===== src/rtl/rf_pkg.sv =====
// rtl/rf_pkg.sv - shared register file constants and dump sequencer state type
// Shared by the register file, the CPU datapath and rf_dump_reader.
package rf_pkg;

  localparam int WORD_SIZE = 16;
  localparam int ADDR_BITS = 2;
  localparam int NUM_REGS  = 1 << ADDR_BITS;

  typedef enum logic [1:0] {
    IDLE  = 2'd0,
    FETCH = 2'd1,
    SEND  = 2'd2,
    DONE  = 2'd3
  } rf_dump_state_t;

endpackage


===== src/rtl/rf_next_index.sv =====
// rtl/rf_next_index.sv - lowest set mask bit at/above a starting index
// Ports:
//   mask_i       register select mask
//   from_idx_i   index the search starts from
//   inclusive_i  1: search idx >= from_idx_i, 0: search idx > from_idx_i
//   found_o      a matching set bit exists
//   idx_o        lowest matching index (0 when nothing found)
module rf_next_index #(
  parameter int ADDR_BITS = 2
) (
  input  logic [(1<<ADDR_BITS)-1:0] mask_i,
  input  logic [ADDR_BITS-1:0]      from_idx_i,
  input  logic                      inclusive_i,
  output logic                      found_o,
  output logic [ADDR_BITS-1:0]      idx_o
);

  import rf_pkg::*;

  localparam int N_REGS = 1 << ADDR_BITS;

  // Scan from the top down so the last hit written is the lowest index.
  // The scan never wraps past N_REGS-1.
  always_comb begin
    found_o = 1'b0;
    idx_o   = '0;
    for (int i = N_REGS - 1; i >= 0; i--) begin
      if (mask_i[i] && ((i > int'(from_idx_i)) || (inclusive_i && (i == int'(from_idx_i))))) begin
        found_o = 1'b1;
        idx_o   = ADDR_BITS'(i);
      end
    end
  end

endmodule


===== src/rtl/rf_dump_reader.sv =====
// rtl/rf_dump_reader.sv - mask-driven register file dump sequencer
// Ports:
//   clk_i, reset_i      clock, asynchronous active-high reset
//   start_i, mask_i     dump request and register select (sampled in IDLE)
//   busy_o              dump in progress (FETCH or SEND)
//   rf_addr_o/rf_data_i combinational register file read port
//   out_valid_o/out_ready_i/out_data_o/out_addr_o/out_last_o  beat stream
//   done_o              one-cycle pulse when a dump completes
module rf_dump_reader #(
  parameter int WORD_SIZE = 16,
  parameter int ADDR_BITS = 2
) (
  input  logic                      clk_i,
  input  logic                      reset_i,
  input  logic                      start_i,
  input  logic [(1<<ADDR_BITS)-1:0] mask_i,
  output logic                      busy_o,
  output logic [ADDR_BITS-1:0]      rf_addr_o,
  input  logic [WORD_SIZE-1:0]      rf_data_i,
  output logic                      out_valid_o,
  input  logic                      out_ready_i,
  output logic [WORD_SIZE-1:0]      out_data_o,
  output logic [ADDR_BITS-1:0]      out_addr_o,
  output logic                      out_last_o,
  output logic                      done_o
);

  import rf_pkg::*;

  localparam int N_REGS = 1 << ADDR_BITS;

  rf_dump_state_t        state_q;
  logic [N_REGS-1:0]     mask_q;
  logic [ADDR_BITS-1:0]  idx_q;
  logic [WORD_SIZE-1:0]  out_data_q;
  logic [ADDR_BITS-1:0]  out_addr_q;
  logic                  out_valid_q;
  logic                  out_last_q;
  logic                  done_q;

  logic                  first_found;
  logic [ADDR_BITS-1:0]  first_idx;
  logic                  nxt_found;
  logic [ADDR_BITS-1:0]  nxt_idx;

  // First register of a new dump, searched on the live mask as start is sampled.
  rf_next_index #(.ADDR_BITS(ADDR_BITS)) u_first (
    .mask_i      (mask_i),
    .from_idx_i  ('0),
    .inclusive_i (1'b1),
    .found_o     (first_found),
    .idx_o       (first_idx)
  );

  // Next register above the current one; "none found" also marks the last beat.
  rf_next_index #(.ADDR_BITS(ADDR_BITS)) u_next (
    .mask_i      (mask_q),
    .from_idx_i  (idx_q),
    .inclusive_i (1'b0),
    .found_o     (nxt_found),
    .idx_o       (nxt_idx)
  );

  always_ff @(posedge clk_i or posedge reset_i) begin
    if (reset_i) begin
      state_q     <= IDLE;
      mask_q      <= '0;
      idx_q       <= '0;
      out_data_q  <= '0;
      out_addr_q  <= '0;
      out_valid_q <= 1'b0;
      out_last_q  <= 1'b0;
      done_q      <= 1'b0;
    end else begin
      done_q <= 1'b0;
      case (state_q)
        IDLE: begin
          if (start_i) begin
            mask_q <= mask_i;
            if (!first_found) begin
              state_q <= DONE;
              done_q  <= 1'b1;
            end else begin
              idx_q   <= first_idx;
              state_q <= FETCH;
            end
          end
        end
        FETCH: begin
          // rf_data_i is the pre-edge content; a write on this edge is not seen.
          out_data_q  <= rf_data_i;
          out_addr_q  <= idx_q;
          out_last_q  <= !nxt_found;
          out_valid_q <= 1'b1;
          state_q     <= SEND;
        end
        SEND: begin
          if (out_ready_i) begin
            out_valid_q <= 1'b0;
            if (out_last_q) begin
              state_q <= DONE;
              done_q  <= 1'b1;
            end else begin
              idx_q   <= nxt_idx;
              state_q <= FETCH;
            end
          end
        end
        DONE: begin
          state_q <= IDLE;
        end
        default: begin
          state_q <= IDLE;
        end
      endcase
    end
  end

  // idx_q only moves when entering FETCH, so the read address holds otherwise.
  assign rf_addr_o   = idx_q;
  assign busy_o      = (state_q == FETCH) || (state_q == SEND);
  assign out_valid_o = out_valid_q;
  assign out_data_o  = out_data_q;
  assign out_addr_o  = out_addr_q;
  assign out_last_o  = out_last_q;
  assign done_o      = done_q;

endmodule

===== config.mk =====
export PLATFORM = sky130hd
export DESIGN_NAME = rf_dump_reader
export DESIGN_NICKNAME = d
export VERILOG_FILES = /design/src/rtl/rf_pkg.sv /design/src/rtl/rf_next_index.sv /design/src/rtl/rf_dump_reader.sv
export SDC_FILE = /design/constraint.sdc
export NUM_CORES = 1
export LEC_CHECK = 0
export CAP_MARGIN = 20
export CORE_MARGIN = 1
export CORE_UTILIZATION = 45
export CTS_BUF_LIST = sky130_fd_sc_hd__clkbuf_8
export DETAILED_ROUTE_END_ITERATION = 7
export GPL_ROUTABILITY_DRIVEN = 0
export PLACE_DENSITY = 0.82
export SETUP_SLACK_MARGIN = 0.1
export SYNTH_ARGS = -nofsm -noshare
export SYNTH_HDL_FRONTEND = slang
export SYNTH_SLANG_ARGS = --single-unit

===== constraint.sdc =====
create_clock -name clk_i -period 2.5 [get_ports clk_i]
set_clock_uncertainty 0.15 [all_clocks]
set_input_delay 0.25 -clock clk_i [delete_from_list [all_inputs] [get_ports clk_i]]
set_output_delay 0.25 -clock clk_i [all_outputs]
set_load 0.01 [all_outputs]

== After elaboration in Yosys (flattened, before gate mapping) ==
Index checks and enable logic that the tools add are counted.

* $lt $le $gt $ge: 3
* Reductions and logical operators: 12
* Mux-type cells: 31
* Equality and inequality tests: 7

{| class="wikitable"
|+ Operator list
! kind !! number
|-
| 2-bit two-way mux || 15
|-
| 1-bit two-way mux || 12
|-
| 2-bit != test (second input constant) || 4
|-
| 2-bit one-hot mux with 4 select lines || 1
|-
| 2-bit AND reduction || 3
|-
| 5-bit AND reduction || 1
|-
| 2-bit == test (second input constant) || 2
|-
| 2-bit greater-than comparator (first input constant) || 2
|-
| 1-bit one-hot mux with 2 select lines || 2
|-
| 2-bit one-hot mux with 2 select lines || 1
|-
| 2-bit nonzero test || 2
|-
| 1-bit logical AND || 3
|-
| 2-bit by 1-bit == test with 1-bit output (second input constant) || 1
|-
| 1-bit by 2-bit greater-than comparator with 1-bit output (first input constant) || 1
|-
| 2-bit logical NOT || 1
|-
| 1-bit logical NOT || 1
|-
| 1-bit logical OR || 1
|}

* Input port bits: 24
* Logic and storage cells: 61
* Register bits after elaboration: 29

== Logic depth before layout (Yosys ltp) ==
Gate-level depths: netlist (run 1).

* Word-level depth: 8
* Depth in mapped cells: 7
* Mapped depth without buffers: 6

== Cells and area by module ==
From an unflattened synthesis (run 1), not the netlist that was laid out.

* Cells, all modules: 118
* Area, all modules: 1471.4 µm²

{| class="wikitable"
|+ By module, submodules not included
! module !! area each (µm²) !! times used !! cells an instance
|-
| rf_dump_reader || 1258.7 || 1 || 88
|-
| rf_next_index || 106.4 || 2 || 15
|}

== Least setup slack after synthesis (run 1) ==
Ideal clock, no wire load.

* Kind: reg2reg
* Start point: register state_q[0]
* End point: register idx_q[1], in the netlist rf_addr_o[1]
* Path slack: 694 ps
* Data arrival time: 1531 ps
* Library setup time: 125 ps
* Stages on the path, launching flop included: 8
* Clock period less this slack: 1806 ps
* Path through: dfrtp_1 inv_1 ha_1 buf_6 clkinv_4 a21oi_2 a2111o_1 mux2_4

* Cells in the longest elaborated chain, start to end: 3

{| class="wikitable"
|+ Ends and longest elaborated chain
! element !! line !! text
|-
| start: declaration || rf_dump_reader.sv:32 || <nowiki>rf_dump_state_t state_q;</nowiki>
|-
| start signal: assignment || rf_dump_reader.sv:66 || <nowiki>state_q <= IDLE;</nowiki>
|-
| start signal: assignment || rf_dump_reader.sv:81 || <nowiki>state_q <= DONE;</nowiki>
|-
| start signal: assignment || rf_dump_reader.sv:85 || <nowiki>state_q <= FETCH;</nowiki>
|-
| 2-bit == test or 2-bit logical NOT (tied branches) || rf_dump_reader.sv:76 || <nowiki>case (state_q)</nowiki>
|-
| 2-bit != test (no source line) or 2-bit nonzero test (tied branches) || n/a ||
|-
| 5-bit AND reduction (no source line) || n/a ||
|-
| end signal: assignment || rf_dump_reader.sv:84 || <nowiki>idx_q <= first_idx;</nowiki>
|-
| end signal: assignment || rf_dump_reader.sv:104 || <nowiki>idx_q <= nxt_idx;</nowiki>
|-
| end: declaration || rf_dump_reader.sv:34 || <nowiki>logic [ADDR_BITS-1:0] idx_q;</nowiki>
|}

Several ways; a longest one is shown, not always the timed one.
A chain may end at the register's enable or synchronous reset.

== Worst setup path after layout (run 1) ==
Ends and elaborated chain as after synthesis.

==> reports/results.txt, run 1 <==
largest net degree at the start of global routing: 23
Yosys warning count: 0
Layout Cells excl Fill: 177
Initial Utilization: 0.4942
drt drc: 0
Post-DP HPWL: 2.025 mm
XOR/XNOR Fraction of Synth Area: 0
Syn Inst Count: 98
first drt pass iteration count: 4
FP Rows: 18
min Tclk post-route: 1975 ps
slowest stage delay, CP: 410 ps
clock buffer count from CTS: 3
Die Ht: 55.10 um
Crit path max-delay family: flip-flops
Clk Latency, worst-skew pair: 270 ps
Highest Clock Rate: 506.2 MHz
die area: 3035 um2
Peak VDD IR: 0.8216 mV
Die Wd: 55.10 um
area of the core: 2567 um2
Critical Path AT: 1980 ps
worst path bufs/invs: 1
P_sw: 749.9 uW
area share of and/or/nand/nor cells after synthesis: 0.06312
Post-Synth Adder-Cell Area: 0.03945
GR Util All Layers: 0.1997
n_diodes: 0
I/O pin count: 48
largest family of logic cells by synthesized area: multiplexers
post-route ant nets: 0
H-tree depth: 1
DR vias: 918
Syn Area/Cell: 12.95 um2
Worst Slack Setup Final: 524.6 ps
CTS tree: done
vias in the first global route: 931
Setup WS pre-CTS: 540.8 ps
Critical Path RT: 2510 ps
Fillers: 210
Worst setup SP type: register
RSZ-0062 raised after global routing: no
maxcap violations: 0
Cell Area, Synth: 1269 um2
commonest non-fill, non-tap cells in the layout: 47 x clkdlybuf4s50_1, 28 x dfrtp_1, 21 x mux2_2
status: finished, final reports clean
worst-path cell chain: inv_1 -> ha_1 -> nor2_1 -> a2111o_1 -> mux2_4
slew margin rel.: 0.7373
commonest non-fill, non-tap cell in the layout: clkdlybuf4s50_1
P_leak: 0.7685 nW
layout cells sized above 1: 0.2041
post_cts resized: 0
Compound-Gate Fraction of Synth Area: 0.09073
Pint: 1.478 mW
switching share of power: 0.3366
initial antenna violation count: 0
worst-margin pin slew: 393.6 ps
clk slew on worst S/H paths: 90 ps
Clock Sinks: 28
CP Capture Type: register
CP max-delay cell: dfrtp_1
post-synthesis mux area share: 0.2140
sequential element share of the synthesized area: 0.5523
Hold Fails Final Rpt: 0
area delta synth->final: 42.90%
syn nets: 126
Synth cell types: 26
setup violators final: 0
Post-CTS Repair Setup Buffers: 0
layout net count: 177
part of the cycle the worst path needs: 0.7902
sequential share of power: 0.366
Pwr Density: 1229 nW/um2
CTS Hold Bufs: 0
Cells after DPL: 174
kind of critical path: register to register
logic gate share of total power: 0.527
Tot Pwr: 2.228 mW
Post-Route WL: 2.634 mm
GR Overflow Total: 0
Clock Power Share: 0.107
Yosys reg bits: 28
Area after DPL: 1772 um2
Via density: 5.186
Max FO, Critical Path: 8
Hold Path Class: primary input to asynchronous set/reset pin
post-DR wirelength/cell: 14.88 um
DRT iter0 DRCs: 7
cell area after layout: 1813 um2
CTS Root Cell: clkbuf_8
IO Port Bufs: 47
setup TNS: 0 ps
maximum buffer depth of the clock tree: 2
first-pass GRT wire length: 4.174 mm
Slew Limit Fails: 0
## Yosys cell counts, drive strengths merged
library cell | instances | share of area
a2111o | 1 | 0.0089
a21boi | 1 | 0.0059
a21oi | 6 | 0.027
buf | 3 | 0.016
clkinv | 1 | 0.0069
dfrtp | 28 | 0.55
ha | 4 | 0.039
inv | 6 | 0.018
mux2 | 22 | 0.20
mux2i | 2 | 0.016
nand2 | 3 | 0.0089
nand3 | 1 | 0.0039
nor2 | 4 | 0.012
nor2b | 5 | 0.025
nor3 | 1 | 0.0039
nor4 | 1 | 0.0099
o211ai | 1 | 0.0059
o21ai | 4 | 0.016
o31a | 1 | 0.0069
o31ai | 1 | 0.0059
o32a | 1 | 0.0079
o32ai | 1 | 0.0069
## registers in the layout, summed over array words and instances, names as in the netlist
name         flops
done_o           1
out_data_o      16
mask_q           3
state_q          2
rf_addr_o        2
out_valid_o      1
out_last_o       1
out_addr_o       2
## stage by stage
stage / hold slack [ps] / util
CTS: 114.1 / 0.7061
global route: 152.0 / 0.7061
floorplan: 165.4 / -
finish: 97.62 / 0.7061
global placement: 338.8 / 0.6901
detailed placement: 344.9 / 0.6901
## cell type report
type	count	area (um2)	share of cell area
flip-flops and latches	28	700.7	0.3865
clock buffers	3	41.29	0.02277
well taps	30	37.54	0.02070
multi-input cells	60	516.7	0.2850
repair buffers	49	485.5	0.2678
inverters	7	31.28	0.01725
## path summary, 6_finish.rpt
| path | start | end | slack [ps] | cells after the start |
|---|---|---|---|---|
| setup / recovery | state_q[0] | rf_addr_o[1] | 520 | 5 |
| hold / removal | reset_i | out_data_o[6] | 100 | 2 |
| setup reg to reg | state_q[0] | rf_addr_o[1] | 520 | 5 |
| hold reg to reg | out_data_o[8] | out_data_o[8] | 360 | 1 |
| max in group asynchronous | reset_i | out_data_o[11] | 1520 | 3 |
| min in group clk_i | out_data_o[8] | out_data_o[8] | 360 | 1 |
## cells by family after synthesis
kind of cell / Yosys count
adder cells (fa/ha/maj): 4
buffers and inverters: 10
AO/OA/AOI/OAI: 17
AND/OR/NAND/NOR: 15
flip-flops: 28
multiplexers: 24
## power by group through the flow
stage	clock, mW	sequential, mW	combinational (mW)
global route	0.259	0.846	1.27
global placement	0	0.808	1.15
detailed placement	0	0.824	1.18
finish	0.238	0.815	1.17
floorplan	0	0.879	0.586
CTS	0.246	0.817	1.19
## layer usage
layer  up-vias  track usage  routed length, um
met5         -            0                  0
met4         0      0.05833                 14
met3         2      0.05464                151
met2        29       0.3414               1399
met1       446       0.2448               1068
li1        441            -                  -
Power figures use the tool's default switching activity.
==> run 2: changes to the inputs <==
CORE_UTILIZATION = 41   (was 45)
PLACE_DENSITY = 0.78   (was 0.82)
clock period = 1.8 ns   (was 2.5 ns; I/O delays follow)
==> reports/results.txt, run 2 (same netlist as run 1, synthesis figures left out) <==
status: finished with violations
failing checks: DRC
layout cells sized above 1: 0.2975 (+0.09339)
setup violators final: 0 (unchanged)
Slew Limit Fails: 0 (unchanged)
clock buffer count from CTS: 3 (unchanged)
Post-Route WL: 2.780 mm (+5.5%)
Highest Clock Rate: 581.7 MHz (+15%)
part of the cycle the worst path needs: 0.9550 (+0.1648)
GR Util All Layers: 0.1766 (-0.02307)
post-DR wirelength/cell: 14.71 um (-1.2%)
reg2reg end: rf_addr_o[1]
slew margin rel.: 0.7658 (+0.02846)
Post-DP HPWL: 2.004 mm (-1.0%)
Hold Fails Final Rpt: 0 (unchanged)
Peak VDD IR: 0.9826 mV (+20%)
layout net count: 187 (+5.6%)
H-tree depth: 1 (unchanged)
kind of critical path: register to register
I/O pin count: 48 (unchanged)
GR Util met2: 0.3156 (-0.02575)
CTS tree: done
maxcap violations: 0 (unchanged)
GR Layer Usage met3: 0.06473 (+0.01009)
number of flip-flops in the largest register: 16 (unchanged)
grt met1 use: 0.1974 (-0.04742)
CTS Hold Bufs: 0 (unchanged)
n_diodes: 0 (unchanged)
Pwr Density: 1759 nW/um2 (+43%)
Via density: 5.265 (+1.5%)
global route hottest layer: met2
Critical Path AT: 1730 ps (-250 ps)
FF-to-FF Start: state_q[0]
commonest non-fill, non-tap cells in the layout: 46 x clkdlybuf4s50_1, 28 x dfrtp_1, 21 x mux2_2
GR Overflow Total: 0 (unchanged)
clk slew on worst S/H paths: 100 ps (about the same)
die area: 3321 um2 (+9.4%)
P_leak: 0.8355 nW (+8.7%)
min Tclk post-route: 1719 ps (-256.4 ps)
Die Ht: 57.63 um (+4.6%)
Die Wd: 57.63 um (+4.6%)
IO Port Bufs: 47 (unchanged)
drt drc: 3 (+3)
worst-path cell chain: inv_2 -> ha_4 -> nor2_2 -> a2111o_1 -> mux2_4
Max FO, Critical Path: 4 (-4)
worst path bufs/invs: 1 (unchanged)
FP Rows: 19 (+1)
maximum buffer depth of the clock tree: 2 (unchanged)
Reg2Reg Setup Slack: 80 ps (-440 ps)
area of the core: 2853 um2 (+11%)
vias in the first global route: 1020 (+9.6%)
Worst setup SP type: register
post-route ant nets: 0 (unchanged)
Final Core Density: 0.6886 (-0.01754)
RSZ-0062 raised after global routing: yes
DR vias: 995 (+8.4%)
first drt pass iteration count: 6 (+2)
Critical Path RT: 1820 ps (-690 ps)
worst-margin pin slew: 350.9 ps (-42.65 ps)
commonest non-fill, non-tap cell in the layout: clkdlybuf4s50_1
Initial Utilization: 0.4447 (-0.04942)
Hold Path Class: primary input to asynchronous set/reset pin
CTS Root Cell: clkbuf_8
first-pass GRT wire length: 4.471 mm (+7.1%)
Clk Latency, worst-skew pair: 270 ps (about the same)
area delta synth->final: 54.83%
DRT iter0 DRCs: 20 (+13)
Crit path max-delay family: flip-flops
initial antenna violation count: 0 (unchanged)
Clock Sinks: 28 (unchanged)
largest net degree at the start of global routing: 22 (-4.3%)
slowest stage delay, CP: 410 ps (about the same)
R2R depth: 5 (unchanged)
CP max-delay cell: dfrtp_1
setup TNS: 0 ps (unchanged)
CP Capture Type: register
==> run 2: cell count changes in the layout (fill, tap and decap cells not counted), moves of 2 or more <==
cell	previous run	this run
inv_1	6	4
inv_2	0	2
buf_4	2	10
ha_4	0	2
ha_1	4	1
==> run 2: worst max-delay path by stage <==
stage,startpoint,endpoint,slack [ps],cells after the start
after floorplan,state_q[0],rf_addr_o[1],70,6
after global placement,mask_i[3],rf_addr_o[1],20,4
after detailed placement,mask_i[3],rf_addr_o[1],0.4,4
after CTS,state_q[1],rf_addr_o[1],70,6
after global routing,state_q[0],rf_addr_o[1],40,5
final,state_q[0],rf_addr_o[1],80,5
==> run 2: metrics by stage <==
step | worst slack, ps | power [mW] | instances | hold WS (ps) | instance area [um2]
2_1_floorplan | 67.19 | 2.060 | 98 | 95.41 | 1284
3_3_place_gp | 19.77 | 2.819 | 180 | 310.2 | 1838
3_5_place_dp | 0.3612 | 2.876 | 180 | 313.6 | 1838
4_1_cts | 68.44 | 3.428 | 189 | 23.04 | 1949
5_1_grt | 38.17 | 3.675 | 189 | 50.49 | 1964
6_report | 81.02 | 3.455 | 189 | 16.83 | 1964
==> run 2: area by class of cell <==
class	count	area, um2
inverters	7	31.28
multi-input cells	60	546.8
clock buffers	3	41.29
clock inverters	1	30.03
repair buffers	59	575.6
fillers	220	888.4
well taps	31	38.79
flip-flops and latches	28	700.7
==> run 2: what timing repair did <==
| action | in CTS | in global routing |
|---|---|---|
| hold endpoints to repair | 0 | 0 |
| pin swaps | 2 | 2 |
| setup buffers | 5 | 0 |
| gates resized for setup | 2 | 3 |
| endpoints found under the setup margin | 3 | 4 |
==> run 2: power breakdown <==
part,leakage (nW),internal (mW),total (mW),switching [mW]
Clock,0.0357,0.297,0.484,0.187
Combinational,0.465,1.11,1.85,0.735
Sequential,0.335,0.933,1.12,0.190
Total,0.835,2.34,3.45,1.11
==> run 2: layer usage <==
metal	share of wire	vias to the layer above
li1	-	461
met1	0.39	481
met2	0.50	49
met3	0.099	4
met4	0.011	0
met5	0	-
==> run 3: changes to the inputs <==
CTS_CLUSTER_SIZE = 20   (was unset)
clock period = 1.5 ns   (was 1.8 ns; I/O delays follow)
==> reports/results.txt, run 3 (same netlist as run 1, synthesis figures left out) <==
Worst Slack Setup Final: -282.7 ps (-363.7 ps)
post-DR wirelength/cell: 18.88 um (+28%)
initial antenna violation count: 0 (unchanged)
vias in the first global route: 1221 (+20%)
Area after DPL: 1913 um2 (+4.1%)
first-pass GRT wire length: 5.899 mm (+32%)
Slew Limit Fails: 0 (unchanged)
min Tclk post-route: 1783 ps (+63.68 ps)
area of the core: 2853 um2 (unchanged)
FP Rows: 19 (unchanged)
logic gate share of total power: 0.614 (+0.079)
GR Util All Layers: 0.2436 (+0.06705)
commonest non-fill, non-tap cells in the layout: 28 x dfrtp_1, 23 x clkdlybuf4s50_1, 22 x dlygate4sd2_1
Initial Utilization: 0.4447 (unchanged)
Critical Path RT: 1530 ps (-290 ps)
Post-Route WL: 3.965 mm (+43%)
Pint: 3.345 mW (+43%)
kind of critical path: register to register
Tot Pwr: 5.078 mW (+47%)
Clk Latency, worst-skew pair: 280 ps (about the same)
CTS tree: done
setup violators final: 27 (+27)
Clock Sinks: 28 (unchanged)
Final Core Density: 0.8123 (+0.1237)
Peak VDD IR: 1.341 mV (+37%)
Die Ht: 57.63 um (unchanged)
failing checks: DRC, setup timing
part of the cycle the worst path needs: 1.188 (+0.2334)
Fillers: 159 (-28%)
sequential share of power: 0.266 (-0.059)
cell area after layout: 2317 um2 (+18%)
Hold Path Class: primary input to register
CP max-delay cell: a2111o_1
clk slew on worst S/H paths: 100 ps (about the same)
Max FO, Critical Path: 4 (unchanged)
switching share of power: 0.3412 (+0.01948)
Via density: 5.329 (+1.2%)
commonest non-fill, non-tap cell in the layout: dfrtp_1
largest net degree at the start of global routing: 22 (unchanged)
worst-margin pin slew: 373.2 ps (+22.26 ps)
Die Wd: 57.63 um (unchanged)
P_leak: 1.096 nW (+31%)
Crit path max-delay family: compound AO/OA/AOI/OAI gates
number of flip-flops in the largest register: 16 (unchanged)
DR vias: 1119 (+12%)
slowest stage delay, CP: 430 ps (+20 ps)
IO Port Bufs: 47 (unchanged)
Setup WS pre-CTS: -278.7 ps (-279.1 ps)
CTS Root Cell: clkbuf_8
Hold Fails Final Rpt: 0 (unchanged)
area delta synth->final: 82.64%
Critical Path AT: 1810 ps (+80 ps)
CP Capture Type: register
RSZ-0062 raised after global routing: yes
Cells after DPL: 190 (+5.6%)
DRT iter0 DRCs: 44 (+120%)
Layout Cells excl Fill: 210 (+11%)
Pwr Density: 2191 nW/um2 (+25%)
Post-DP HPWL: 2.256 mm (+13%)
layout cells sized above 1: 0.4190 (+0.1215)
setup TNS: -3501 ps (-3501 ps)
Highest Clock Rate: 561.0 MHz (-3.6%)
die area: 3321 um2 (unchanged)
I/O pin count: 48 (unchanged)
post-route ant nets: 0 (unchanged)
GR Overflow Total: 0 (unchanged)
worst-path cell chain: buf_6 -> ha_4 -> clkinv_4 -> a21oi_2 -> a2111o_1 -> mux2_4
maximum buffer depth of the clock tree: 2 (unchanged)
Clock Power Share: 0.120 (-0.020)
first drt pass iteration count: 6 (unchanged)
Worst setup SP type: register
worst path bufs/invs: 2 (+1)
P_sw: 1.732 mW (+56%)
Hold Slack: 324.2 ps (+307.4 ps)
slew margin rel.: 0.7509 (-0.01486)
H-tree depth: 1 (unchanged)
drt drc: 5 (+2)
layout net count: 208 (+11%)
maxcap violations: 0 (unchanged)
n_diodes: 0 (unchanged)
clock buffer count from CTS: 3 (unchanged)
status: finished with violations
run 3: power groups by stage:
stage	clock [mW]	combinational (mW)	sequential, mW
final	0.610	3.12	1.35
after global routing	0.650	3.27	1.39
after CTS	0.616	2.83	1.32
after detailed placement	0	2.22	1.36
after global placement	0	2.13	1.33
after floorplan	0	1.05	1.48
run 3: cell type report:
cell class                      instances  area (um2)  share of cell area
Inverter                                7       33.78             0.01458
Multi-Input combinational cell         60       688.2              0.2970
Tap cell                               31       38.79             0.01674
Clock inverter                          1       30.03             0.01296
Sequential cell                        28       700.7              0.3024
Clock buffer                            3       41.29             0.01782
Timing Repair Buffer                   80       784.5              0.3386
run 3: layer usage:
layer / share of wire / routed length (um) / vias to the layer above / track usage
li1: - / - / 505 / -
met1: 0.41 / 1624 / 549 / 0.2731
met2: 0.51 / 2008 / 55 / 0.4435
met3: 0.055 / 220 / 10 / 0.04688
met4: 0.028 / 111 / 0 / 0.1150
met5: 0 / 0 / - / 0
run 3: worst reg2reg max path, delay by kind of cell (launching register included):
family,cells,cell delay (ps)
compound gates,2,460
buf+inv,2,180
fa+ha+maj,1,170
flops,1,420
mux,1,310
run 3: final timing paths:
path | depth (start not counted) | end | slack, ps | from
setup reg to reg | 6 | rf_addr_o[1] | -280 | state_q[1]
min in group asynchronous | 3 | out_data_o[2] | 530 | reset_i
setup / recovery | 6 | rf_addr_o[1] | -280 | state_q[1]
hold / removal | 2 | out_data_o[0] | 320 | rf_data_i[0]
max in group asynchronous | 4 | state_q[0] | 240 | reset_i
hold reg to reg | 1 | mask_q[1] | 360 | mask_q[1]
run 3: what timing repair did:
| action | 4_1_cts | 5_1_grt |
|---|---|---|
| cloned | 2 | 0 |
| hold endpoints to repair | 7 | 0 |
| endpoints found under the setup margin | 51 | 30 |
| hold buffers | 1 | 0 |
| pin swaps | 3 | 5 |
| gates resized for setup | 51 | 29 |
| buffers inserted | 12 | 4 |
